==> config.mk <==
export PLATFORM = sky130hd
export DESIGN_NAME = mux16_scanner
export DESIGN_NICKNAME = d
export VERILOG_FILES = /design/src/rtl/mux16_scanner.sv
export SDC_FILE = /design/constraint.sdc
export NUM_CORES = 1
export LEC_CHECK = 0
export CORE_MARGIN = 2
export CORE_UTILIZATION = 54
export DETAILED_ROUTE_END_ITERATION = 16
export HOLD_SLACK_MARGIN = 0.08
export PLACE_DENSITY_LB_ADDON = 0.05
export RECOVER_POWER = 50
export SLEW_MARGIN = 15
export SYNTH_ARGS = -nofsm -noshare
export SYNTH_HDL_FRONTEND = slang
export SYNTH_SLANG_ARGS = --single-unit
==> constraint.sdc <==
create_clock -name clk -period 2.4 [get_ports clk]
set_clock_uncertainty 0.15 [all_clocks]
set_input_delay 0.36 -clock clk [delete_from_list [all_inputs] [get_ports clk]]
set_output_delay 0.36 -clock clk [all_outputs]
set_load 0.005 [all_outputs]
==> src/rtl/mux16_scanner.sv <==
// Sequential scanner: steps a 16:1 mux through all channels, samples y after settling, publishes 16-bit result.
// Optional MUX16_SCAN_AUTO_EN: rescans continuously from IDLE without waiting for start.
module mux16_scanner #(
  parameter int SETTLE_CYC = 2
) (
  input  logic        clk,
  input  logic        rst_n,
  input  logic        start,
  input  logic        y,
  input  logic        ready_i,
  output logic        s0,
  output logic        s1,
  output logic        s2,
  output logic        s3,
  output logic        busy,
  output logic [15:0] data_o,
  output logic        valid_o
);

  // state  | meaning
  // IDLE   | selects at channel 0, waiting for a scan request
  // SETTLE | holding current channel for SETTLE_CYC cycles
  // SAMPLE | capturing y into shadow bit ch
  // DONE   | result valid, holding until consumer accepts
  typedef enum logic [1:0] {IDLE, SETTLE, SAMPLE, DONE} state_t;

  state_t      state, state_nxt;
  logic [3:0]  ch, ch_nxt;
  logic [3:0]  cnt, cnt_nxt;
  logic [15:0] shadow, shadow_nxt;
  logic [15:0] data_nxt;
  logic        valid_nxt;
  logic        go;

`ifdef MUX16_SCAN_AUTO_EN
  assign go = 1'b1;
`else
  assign go = start;
`endif

  assign s3 = ch[3];
  assign s2 = ch[2];
  assign s0 = ch[1];
  assign s1 = ch[0];

  always_comb begin
    state_nxt  = state;
    ch_nxt     = ch;
    cnt_nxt    = cnt;
    shadow_nxt = shadow;
    data_nxt   = data_o;
    valid_nxt  = valid_o;
    case (state)
      IDLE: begin
        ch_nxt = 4'd0;
        if (go) begin
          cnt_nxt    = 4'd0;
          shadow_nxt = 16'h0000;
          state_nxt  = SETTLE;
        end
      end
      SETTLE: begin
        if (cnt == 4'(SETTLE_CYC - 1)) begin
          cnt_nxt   = 4'd0;
          state_nxt = SAMPLE;
        end else begin
          cnt_nxt = cnt + 4'd1;
        end
      end
      SAMPLE: begin
        shadow_nxt[ch] = y;
        if (ch == 4'd15) begin
          // bit 15 comes straight from y; shadow is only updated at this same edge
          data_nxt  = {y, shadow[14:0]};
          valid_nxt = 1'b1;
          state_nxt = DONE;
        end else begin
          ch_nxt    = ch + 4'd1;
          state_nxt = SETTLE;
        end
      end
      DONE: begin
        if (ready_i) begin
          valid_nxt = 1'b0;
          ch_nxt    = 4'd0;
          state_nxt = IDLE;
        end
      end
      default: state_nxt = IDLE;
    endcase
  end

  always_ff @(posedge clk or negedge rst_n) begin
    if (!rst_n) begin
      state   <= IDLE;
      ch      <= 4'd0;
      cnt     <= 4'd0;
      shadow  <= 16'h0000;
      data_o  <= 16'h0000;
      valid_o <= 1'b0;
      busy    <= 1'b0;
    end else begin
      state   <= state_nxt;
      ch      <= ch_nxt;
      cnt     <= cnt_nxt;
      shadow  <= shadow_nxt;
      data_o  <= data_nxt;
      valid_o <= valid_nxt;
      busy    <= (state_nxt != IDLE);
    end
  end

endmodule

==> results.sh <==
export IMPL_ys_seq_area_share_pct=51.2
export IMPL_wl_per_cell_um=14.4
export IMPL_regArea_um2=1080
export IMPL_diodes=0
export IMPL_clock_latency_ns=0.29
export IMPL_power_share_sequential_pct=39.8
export IMPL_cts_tree="done"
export IMPL_fin_crit_sh_pct=82.3
export IMPL_io_buffer_count=26
export IMPL_cp_slowest_cell="clkdlybuf4s50_1"
export IMPL_grt_antenna_before_repair=0
export IMPL_syn_inst=229
export IMPL_rows=22
export IMPL_top_usage_layer="met2"
export IMPL_synth_compound_area_share_pct=15.5
export IMPL_irDropWorstVdd_v=0.000731
export IMPL_layout_common_cells="nand2_1, dfrtp_1, a21oi_1"
export IMPL_wirelength_um=4500
export IMPL_grt_pass1_wl_um=7730
export IMPL_cp_top_family="buffers and inverters"
export IMPL_root_buffer="clkbuf_8"
export IMPL_synth_nets=244
export IMPL_h_tree_depth=2
export IMPL_ios=27
export IMPL_syn_to_final_growth_pct=22.6
export IMPL_ys_types=33
export IMPL_initial_core_util_pct=57.0
export IMPL_ant_nets=0
export IMPL_grt_max_degree=19
export IMPL_track_usage_pct=23.3
export IMPL_fin_util_pct=69.8
export IMPL_combinationalPowerShare_pct=28.6
export IMPL_dieArea_um2=4400
export IMPL_drc=0
export IMPL_dieHeight_um=66.4
export IMPL_yosysWarnings=0
export IMPL_endpoint_kind="output port"
export IMPL_whs_ns=0.318
export IMPL_grt_overflow=0
export IMPL_powerDensity_nw_per_um2=807
export IMPL_synthAdderAreaFrac_pct=5.96
export IMPL_final_common_cell="nand2_1"
export IMPL_numCtsBuffers=5
export IMPL_intPower_mw=1.45
export IMPL_slowest_delay_ns=0.59
export IMPL_tightest_slew_ns=0.700
export IMPL_grt_use_met3_pct=4.77
export IMPL_die_w_um=66.4
export IMPL_clkSinkCount=43
export IMPL_cts_setup_buffers=0
export IMPL_drive_gt1_share_pct=7.20
export IMPL_swShare_pct=30.2
export IMPL_final_area_um2=2580
export IMPL_viasPerCell=5.62
export IMPL_post_dp_cell_area_um2=2430
export IMPL_period_minus_slack_ns=1.97
export IMPL_gp_congestion=0.854
export IMPL_core_area_um2=3690
export IMPL_grt_met2_usage_pct=36.1
export IMPL_power_mw=2.08
export IMPL_firstDrtPassIters=5
export IMPL_fillers=311
export IMPL_clk_pin_slew_worst_paths_ns=0.08
export IMPL_synth_top_family_by_area="simple AND/OR/NAND/NOR gates"
export IMPL_rsz0062_at_grt="no"
export IMPL_drt_iter0_drc=99
export IMPL_fmaxAchievable_mhz=506
export IMPL_avgSynthCellArea_um2=9.17
export IMPL_first_global_vias=1640
export IMPL_grt_util_met1_pct=32.9
export IMPL_crit_arrival_ns=1.46
export IMPL_syn_area_um2=2100
export IMPL_multi_input_area_um2=957
export IMPL_min_path_type="flip-flop to flip-flop"
export IMPL_dp_hpwl_um=3270
export IMPL_max_cap_violations=0
export IMPL_path_cells="clkdlybuf4s50_1"
export IMPL_route_vias_total=1752
export IMPL_critical_path_buf_inv_count=1
export IMPL_slew_viol_final=0
export IMPL_crit_type="flip-flop to output port"
export IMPL_yosys_area_share_simple_pct=20.1
export IMPL_synth_xor_area_share_pct=0
export IMPL_status="finished, final reports clean"
export IMPL_leakage_nw=1.26
export IMPL_final_nets=278
export IMPL_maxSlewHeadroom_pct=53.3
export IMPL_required_ns=1.89
export IMPL_synth_mux_area_share_pct=3.99
export IMPL_path_max_fanout=13
export IMPL_hold_viol_final=0
export IMPL_p_clk_share_pct=31.6
export IMPL_clk_path_buf_depth=2
export IMPL_startpoint_type="flip-flop"
export IMPL_synth_seq_cells=43
export IMPL_setup_viol=0
export IMPL_p_sw_mw=0.628
export IMPL_setup_tns_ns=0
-- kinds of logic (layout without fill, tap and decap cells) --
logic type               count (synthesis)  in the layout
AND/OR/NAND/NOR                         97             97
AO/OA/AOI/OAI                           57             57
buffers and inverters                   15             50
flip-flops                              43             43
adder cells (fa/ha/maj)                 10             10
multiplexers                             7              7
-- power by group through the flow --
stage | clock network, mW | logic (mW) | registers [mW]
after floorplan | 0 | 0.401 | 0.833
after global placement | 0 | 0.588 | 0.843
after detailed placement | 0 | 0.592 | 0.842
after CTS | 0.665 | 0.593 | 0.829
after global routing | 0.694 | 0.651 | 0.838
final | 0.657 | 0.594 | 0.828
-- metal layers --
metal	vias to the layer above	wire [µm]
li1	846	-
met1	842	2150
met2	58	2070
met3	6	222
met4	0	55
met5	-	0
-- timing repair --
action | CTS | global route
resized for setup | 0 | 0
hold endpoints to repair | 12 | 0
hold buffers | 1 | 0
-- registers in the layout, indices dropped and copies added (netlist names) --
name,cells
data_o,16
cnt,4
ch,4
shadow,15
state,2
busy,1
valid_o,1
-- worst paths after layout --
check,startpoint,end,slack (ns),cells after the start
min in group asynchronous,rst_n,data_o[12]$_DFFE_PN0P_,0.47,2
setup / recovery,ch[2]$_DFFE_PN0P_,s2,0.43,1
max in group asynchronous,rst_n,cnt[3]$_DFFE_PN0P_,0.95,3
hold reg to reg,data_o[1]$_DFFE_PN0P_,data_o[1]$_DFFE_PN0P_,0.32,2
setup reg to reg,state[1]$_DFF_PN0_,shadow[14]$_DFFE_PN0P_,0.49,6
hold / removal,data_o[1]$_DFFE_PN0P_,data_o[1]$_DFFE_PN0P_,0.32,2
-- stage by stage --
| stage | instances | worst slack, ns |
|---|---|---|
| 5_1_grt | 312 | 0.356 |
| 4_1_cts | 312 | 0.426 |
| 2_1_floorplan | 229 | 0.650 |
| 3_5_place_dp | 303 | 0.498 |
| 3_3_place_gp | 303 | 0.526 |
| 6_report | 312 | 0.425 |
-- synthesized netlist by cell type --
cell	number	area, µm²
a21boi_0	1	7.51
a211o_1	1	8.76
nand4_2	1	12.5
a21oi_1	23	115
nand3b_1	1	7.51
mux2i_1	5	50.1
o21ai_0	7	35.0
nor4bb_1	1	10.0
mux2_2	1	11.3
a31oi_1	3	18.8
mux2i_4	1	22.5
nand3_1	3	15.0
nor2b_1	4	25.0
inv_1	7	26.3
o21bai_1	1	7.51
nor2_1	3	11.3
dfrtp_1	43	1080
buf_2	6	30.0
clkbuf_1	1	3.75
a22o_1	2	17.5
ha_1	10	125
and4_1	1	8.76
o31ai_1	2	15.0
o2bb2ai_1	1	8.76
nor3_1	3	15.0
buf_4	1	7.51
nor4b_1	1	8.76
or3_1	1	6.26
a21o_1	3	22.5
o21ai_1	12	60.1
nand2_1	77	289
o32ai_1	1	8.76
nor2b_4	1	13.8
-- layout make-up --
| cell class | instances | area share, % |
|---|---|---|
| clock buffers | 6 | 2.82 |
| clock inverters | 2 | 2.33 |
| inverters | 7 | 1.02 |
| multi-input cells | 171 | 37.2 |
| flip-flops and latches | 43 | 41.8 |
| well taps | 48 | 2.33 |
| repair buffers | 35 | 12.6 |
Note: power is estimated with default switching activity, not from simulation.
==> edit 1, RTL diff (same flow settings) <==
Build with the macro `MUX16_SCAN_AUTO_EN` defined.
--- a/src/rtl/mux16_scanner.sv
+++ b/src/rtl/mux16_scanner.sv
@@ -1,5 +1,7 @@
 // Sequential scanner: steps a 16:1 mux through all channels, samples y after settling, publishes 16-bit result.
 // Optional MUX16_SCAN_AUTO_EN: rescans continuously from IDLE without waiting for start.
+`define MUX16_SCAN_AUTO_EN
+
 module mux16_scanner #(
   parameter int SETTLE_CYC = 2
 ) (
Function: changed (Yosys sat finds a counterexample within 4 cycles, from zero or initial values and one cycle with rst_n low).
==> edit 1 against the unedited design <==
Sequential power rose by 6.8%. Clock power fell by 34%. Synthesized area rose by 1.8%. Final area fell by 3.1%. Setup slack got worse by 0.087 ns. Critical path type unchanged. Hold slack improved by 0.0056 ns. Routed wire length fell by 3.0%. Largest power group unchanged. Fmax fell by 4.2%. Register-to-register slack got worse by 0.06 ns. Non-clock buffer count fell by 4. Sequential cell count did not move. Sequential share of layout area rose by 1.3 points. Total power fell by 8.6%.
==> edit 1: results (changes against the unedited design) <==
==============================================================================
Via count of the first global-routing pass                                1764   +7.6%
Capturing instance or port of the critical path                             s2
CP Data Arrival Time                                                   1.55 ns   +0.09 ns
Comb. pwr                                                               587 uW   -1%
Number of H-tree branching levels                                            2   unchanged
Kind of cell adding the most delay to the critical path             flip-flops
Antenna violations before repair                                             0   unchanged
Reg2Reg Capture Point                                                    ch[3]
Highest ir drop seen on vdd                                         0.000529 V   -28%
Switching fraction of total power                                        0.341   +0.0397
Setup slack at placement                                              0.447 ns   -0.0515 ns
Iteration-0 DRC count of the detailed router                                81   -18%
Clock root buffer master                                          sky130_fd_sc_hd__clkbuf_8
Proportion of synthesized area in mux cells                            0.00995   -0.0300
Area share of xor/xnor cells in the synthesized design                       0   unchanged
Worst max-slew margin expressed relative to the limit                    0.433   -0.0999
Final WL                                                               4.36 mm   -3.0%
Maximum clock frequency                                              0.485 GHz   -4.2%
Reg-to-reg startpoint                                                 state[0]
Share of synthesized area occupied by flip-flops and latches             0.503   -0.00899
Critical path fanouts, max                                                  19   +6
Status                                                            finished clean
Hold slack                                                            0.324 ns   +0.00556 ns
Leakage power summed over all cells                                 0.00117 uW   -7.9%
Main synth FF type                                                sky130_fd_sc_hd__dfrtp_1
Adder-cell share of the synthesized area                                0.0644   +0.00481
Crit. Startpoint                                                         ch[2]
Total number of nets in the final design                                   271   -2.5%
Flop-to-flop setup slack                                               0.43 ns   -0.06 ns
Share of layout cells above drive strength 1                            0.0508   -0.0212
Pwr Total                                                              1900 uW   -8.6%
Net count after synthesis                                                  245   +0.41%
Clock group total power                                                 431 uW   -34%
Wire length of the first global-routing pass                           7.80 mm   +0.81%
CTS clk-pin slew, worst paths                                          0.07 ns
Number of placed instances, taps included                                  295   -2.6%
Total GRT Usage                                                          0.236   +0.00318
Overall via count from detail_route                                       1718   -1.9%
HPWL Detailed                                                          3.12 mm   -4.6%
Final weighted congestion in routability-driven placement                0.805   -5.7%
Clk_lat worst skew                                                     0.29 ns   about the same
Largest stage delay on the critical path                               0.66 ns   +0.07 ns
Hold Path End                                                        data_o[3]
Detailed-router iteration count before antenna repair                        4   -1
Wire per inst                                                     14.4 microns   -0.45%
CP max stage cell                                                 sky130_fd_sc_hd__dfrtp_1
Top cells by area in the synthesized netlist                      sky130_fd_sc_hd__dfrtp_1, sky130_fd_sc_hd__nand2_1, sky130_fd_sc_hd__ha_1
Pin count of the biggest net entering global routing                        22   +3
Hold Path Depth                                                              2   unchanged
R2R depth                                                                    5   -1
Antenna fix cells                                                            0   unchanged
Registers with the most flip-flops                                data_o x16, shadow x15
Area after DPL                                                      2410 sq um   -0.93%
Cell types with the highest counts after synthesis                sky130_fd_sc_hd__nand2_1, sky130_fd_sc_hd__dfrtp_1, sky130_fd_sc_hd__nand3_1, sky130_fd_sc_hd__ha_1, sky130_fd_sc_hd__o211ai_1
Min-delay src                                                        data_o[3]
Share of the synthesized area in compound gates (AO/OA/AOI/OAI)          0.118   -0.0372
Count of input and output buffers                                           25   -3.8%
Overflow left after global routing                                           0   unchanged
==============================================================================
-- edit 1: cell types whose count changed after synthesis, sizes merged, moves of 3 or more --
cell / unedited run / this run
clkbuf: 1 / 5
nand2: 77 / 67
o211ai: 0 / 11
nand3b: 1 / 8
o21ai: 19 / 7
nand3: 3 / 18
a211o: 1 / 6
and3: 0 / 6
a21oi: 23 / 7
mux2i: 6 / 1
a21o: 3 / 0
-- edit 1: cell type report --
class,instances,area [sq um]
clock buffers,7,76.3
clock inverters,1,5.00
fillers,312,1250
inverters,7,26.3
multi-input cells,167,967
flip-flops and latches,43,1080
well taps,48,60.1
repair buffers,31,285
-- edit 1: timing repair --
action                    in CTS  in global routing
hold buffers                   1                  0
resized for setup              0                  0
hold endpoints to repair      12                  0
-- edit 1: routing by layer --
metal,GRT usage,wire length [microns]
met5,0,0
met4,0.122,100
met3,0.0422,235
met2,0.406,2170
met1,0.280,1860
==> edit 2, RTL diff (config.mk and constraints unchanged) <==
Made on the original files. Re-encode `state_t` (4 states) as one-hot, 4 bits wide.
--- a/src/rtl/mux16_scanner.sv
+++ b/src/rtl/mux16_scanner.sv
@@ -22,7 +22,7 @@
   // SETTLE | holding current channel for SETTLE_CYC cycles
   // SAMPLE | capturing y into shadow bit ch
   // DONE   | result valid, holding until consumer accepts
-  typedef enum logic [1:0] {IDLE, SETTLE, SAMPLE, DONE} state_t;
+  typedef enum logic [3:0] {IDLE = 4'b0001, SETTLE = 4'b0010, SAMPLE = 4'b0100, DONE = 4'b1000} state_t;
 
   state_t      state, state_nxt;
   logic [3:0]  ch, ch_nxt;
Formal check against the unedited RTL: same outputs for any inputs over 10 cycles, from zero or initial values and one cycle with rst_n low; not proved beyond that.
==> edit 2 against the unedited design <==
Routed wire length grew 13%. Setup slack got worse by 0.24 ns. Total power decreased by 17%. Synthesized area rose by 13%. Global-route usage fell by 1.1 points. Count of clock-buffer cells in the layout up 1. Sequential cell count rose by 2. Final area grew 7.3%. Critical path type unchanged.
==> edit 2: results (changes against the unedited design) <==
===========================================================================
Status                                                         finished clean
Total number of nets in the final design                                262   -5.8%
Final WL                                                            5.09 mm   +13%
Hold Path Depth                                                           1   -1
Top cells by area in the synthesized netlist                   sky130_fd_sc_hd__dfrtp_1, sky130_fd_sc_hd__o211ai_1, sky130_fd_sc_hd__mux2_4
Count of synthesis-stage warnings from yosys                              0   unchanged
HPWL Detailed                                                       3.63 mm   +11%
CTS clk-pin slew, worst paths                                       0.08 ns   about the same
Net count after synthesis                                               240   -1.6%
Share of layout cells above drive strength 1                          0.139   +0.0675
Total GRT Usage                                                       0.222   -0.0112
Largest stage delay on the critical path                            0.66 ns   +0.07 ns
CP max stage cell                                              sky130_fd_sc_hd__dfrtp_1
Antenna fix cells                                                         0   unchanged
Path category of the worst min-delay check                       reg -> reg
Critical path fanouts, max                                               16   +3
Setup fix buffers added after clock tree synthesis                        0   unchanged
R2R depth                                                                 4   -2
Antenna violations before repair                                          0   unchanged
Overall via count from detail_route                                    1851   +5.7%
Iteration-0 DRC count of the detailed router                             96   -3.0%
Final weighted congestion in routability-driven placement             0.769   -9.9%
Share of synthesized area occupied by flip-flops and latches          0.475   -0.0372
Leakage power summed over all cells                              0.00116 uW   -8.3%
Wire length of the first global-routing pass                        8.60 mm   +11%
Setup TNS                                                              0 ns   unchanged
Distinct cell type count of the synthesized netlist                      41   +24%
CP Data Arrival Time                                                1.70 ns   +0.24 ns
Share of flip-flops with an asynchronous set or reset                  1.00   unchanged
Detailed-router iteration count before antenna repair                     4   -1
Via count of the first global-routing pass                             1778   +8.4%
Cell types with the highest counts after synthesis             sky130_fd_sc_hd__dfrtp_1, sky130_fd_sc_hd__inv_1, sky130_fd_sc_hd__nand3_1, sky130_fd_sc_hd__o211ai_1, sky130_fd_sc_hd__nand4_1
Registers with the most flip-flops                             data_o x16, shadow x15
Worst max-slew margin expressed relative to the limit                 0.236   -0.297
Area after DPL                                                   2680 sq um   +9.9%
Pin count of the biggest net entering global routing                     27   +8
Hold-fix buffer count after cts                                           1   unchanged
Switching fraction of total power                                     0.309   +0.00748
Highest ir drop seen on vdd                                      0.000358 V   -51%
===========================================================================
edit 2: changes by cell type in the layout (fill, tap and decap cells not counted), moves of 12 or more:
cell	change
sky130_fd_sc_hd__a21oi_1	-17
sky130_fd_sc_hd__nand2_1	-73
sky130_fd_sc_hd__o21ai_1	-12
sky130_fd_sc_hd__o211ai_1	+18
sky130_fd_sc_hd__nand3_1	+17
sky130_fd_sc_hd__inv_1	+20
sky130_fd_sc_hd__nand4_1	+17
edit 2: logic make-up after synthesis:
family	after synthesis	synth area share
and+or+nand+nor	75	0.199
buffers and inverters	47	0.0812
DFF	45	0.475
AOI/OAI and AO/OA	40	0.124
muxes	16	0.0886
adders and majority gates	6	0.0316
edit 2: cell type report:
| type | count | area (sq um) |
|---|---|---|
| multi-input cells | 137 | 1050 |
| inverters | 27 | 101 |
| fillers | 330 | 1530 |
| well taps | 52 | 65.1 |
| clock buffers | 7 | 86.3 |
| repair buffers | 35 | 337 |
| flip-flops and latches | 45 | 1130 |
edit 2: per-layer routing:
metal | routed length (microns) | vias to the layer above | track usage
met3 | 234 | 6 | 0.0577
met5 | 0 | - | 0
li1 | - | 872 | -
met4 | 40 | 0 | 0.0641
met2 | 2500 | 54 | 0.358
met1 | 2310 | 919 | 0.293
edit 2: power groups by stage:
stage	Clock (uW)	Combinational [uW]	Sequential, uW
after floorplan	0	264	879
after global placement	0	350	904
after detailed placement	0	368	911
after CTS	481	371	896
after global routing	516	411	906
final	467	363	896
edit 2: worst paths after layout:
kind / startpoint / to / slack [ns]
worst max-delay path: ch[2] / s2 / 0.19
worst min-delay path: data_o[15] / data_o[15] / 0.36
worst max register to register: ch[1] / data_o[9] / 0.28
worst min register to register: data_o[15] / data_o[15] / 0.36
max in group asynchronous: rst_n / data_o[8] / 0.74
min in group asynchronous: rst_n / state[3] / 0.65
edit 2: worst register-to-register path, delay by kind of cell (launching register included):
kind / cells / cell delay, ns
adder cells (fa/ha/maj): 1 / 0.41
multiplexers: 1 / 0.37
AND/OR/NAND/NOR: 2 / 0.58
flip-flops: 1 / 0.49
edit 2: through the flow:
| step | setup WS, ns | power (uW) | utilization | std cells | hold slack [ns] |
|---|---|---|---|---|---|
| 4_1_cts | 0.207 | 1750 | 0.645 | 303 | 0.367 |
| 6_report | 0.190 | 1730 | 0.644 | 303 | 0.360 |
| 2_1_floorplan | 0.569 | 1140 | - | 229 | -0.0856 |
| 5_1_grt | 0.118 | 1830 | 0.644 | 303 | 0.380 |
| 3_5_place_dp | 0.300 | 1280 | 0.623 | 295 | 0.192 |
| 3_3_place_gp | 0.446 | 1250 | 0.623 | 295 | 0.181 |
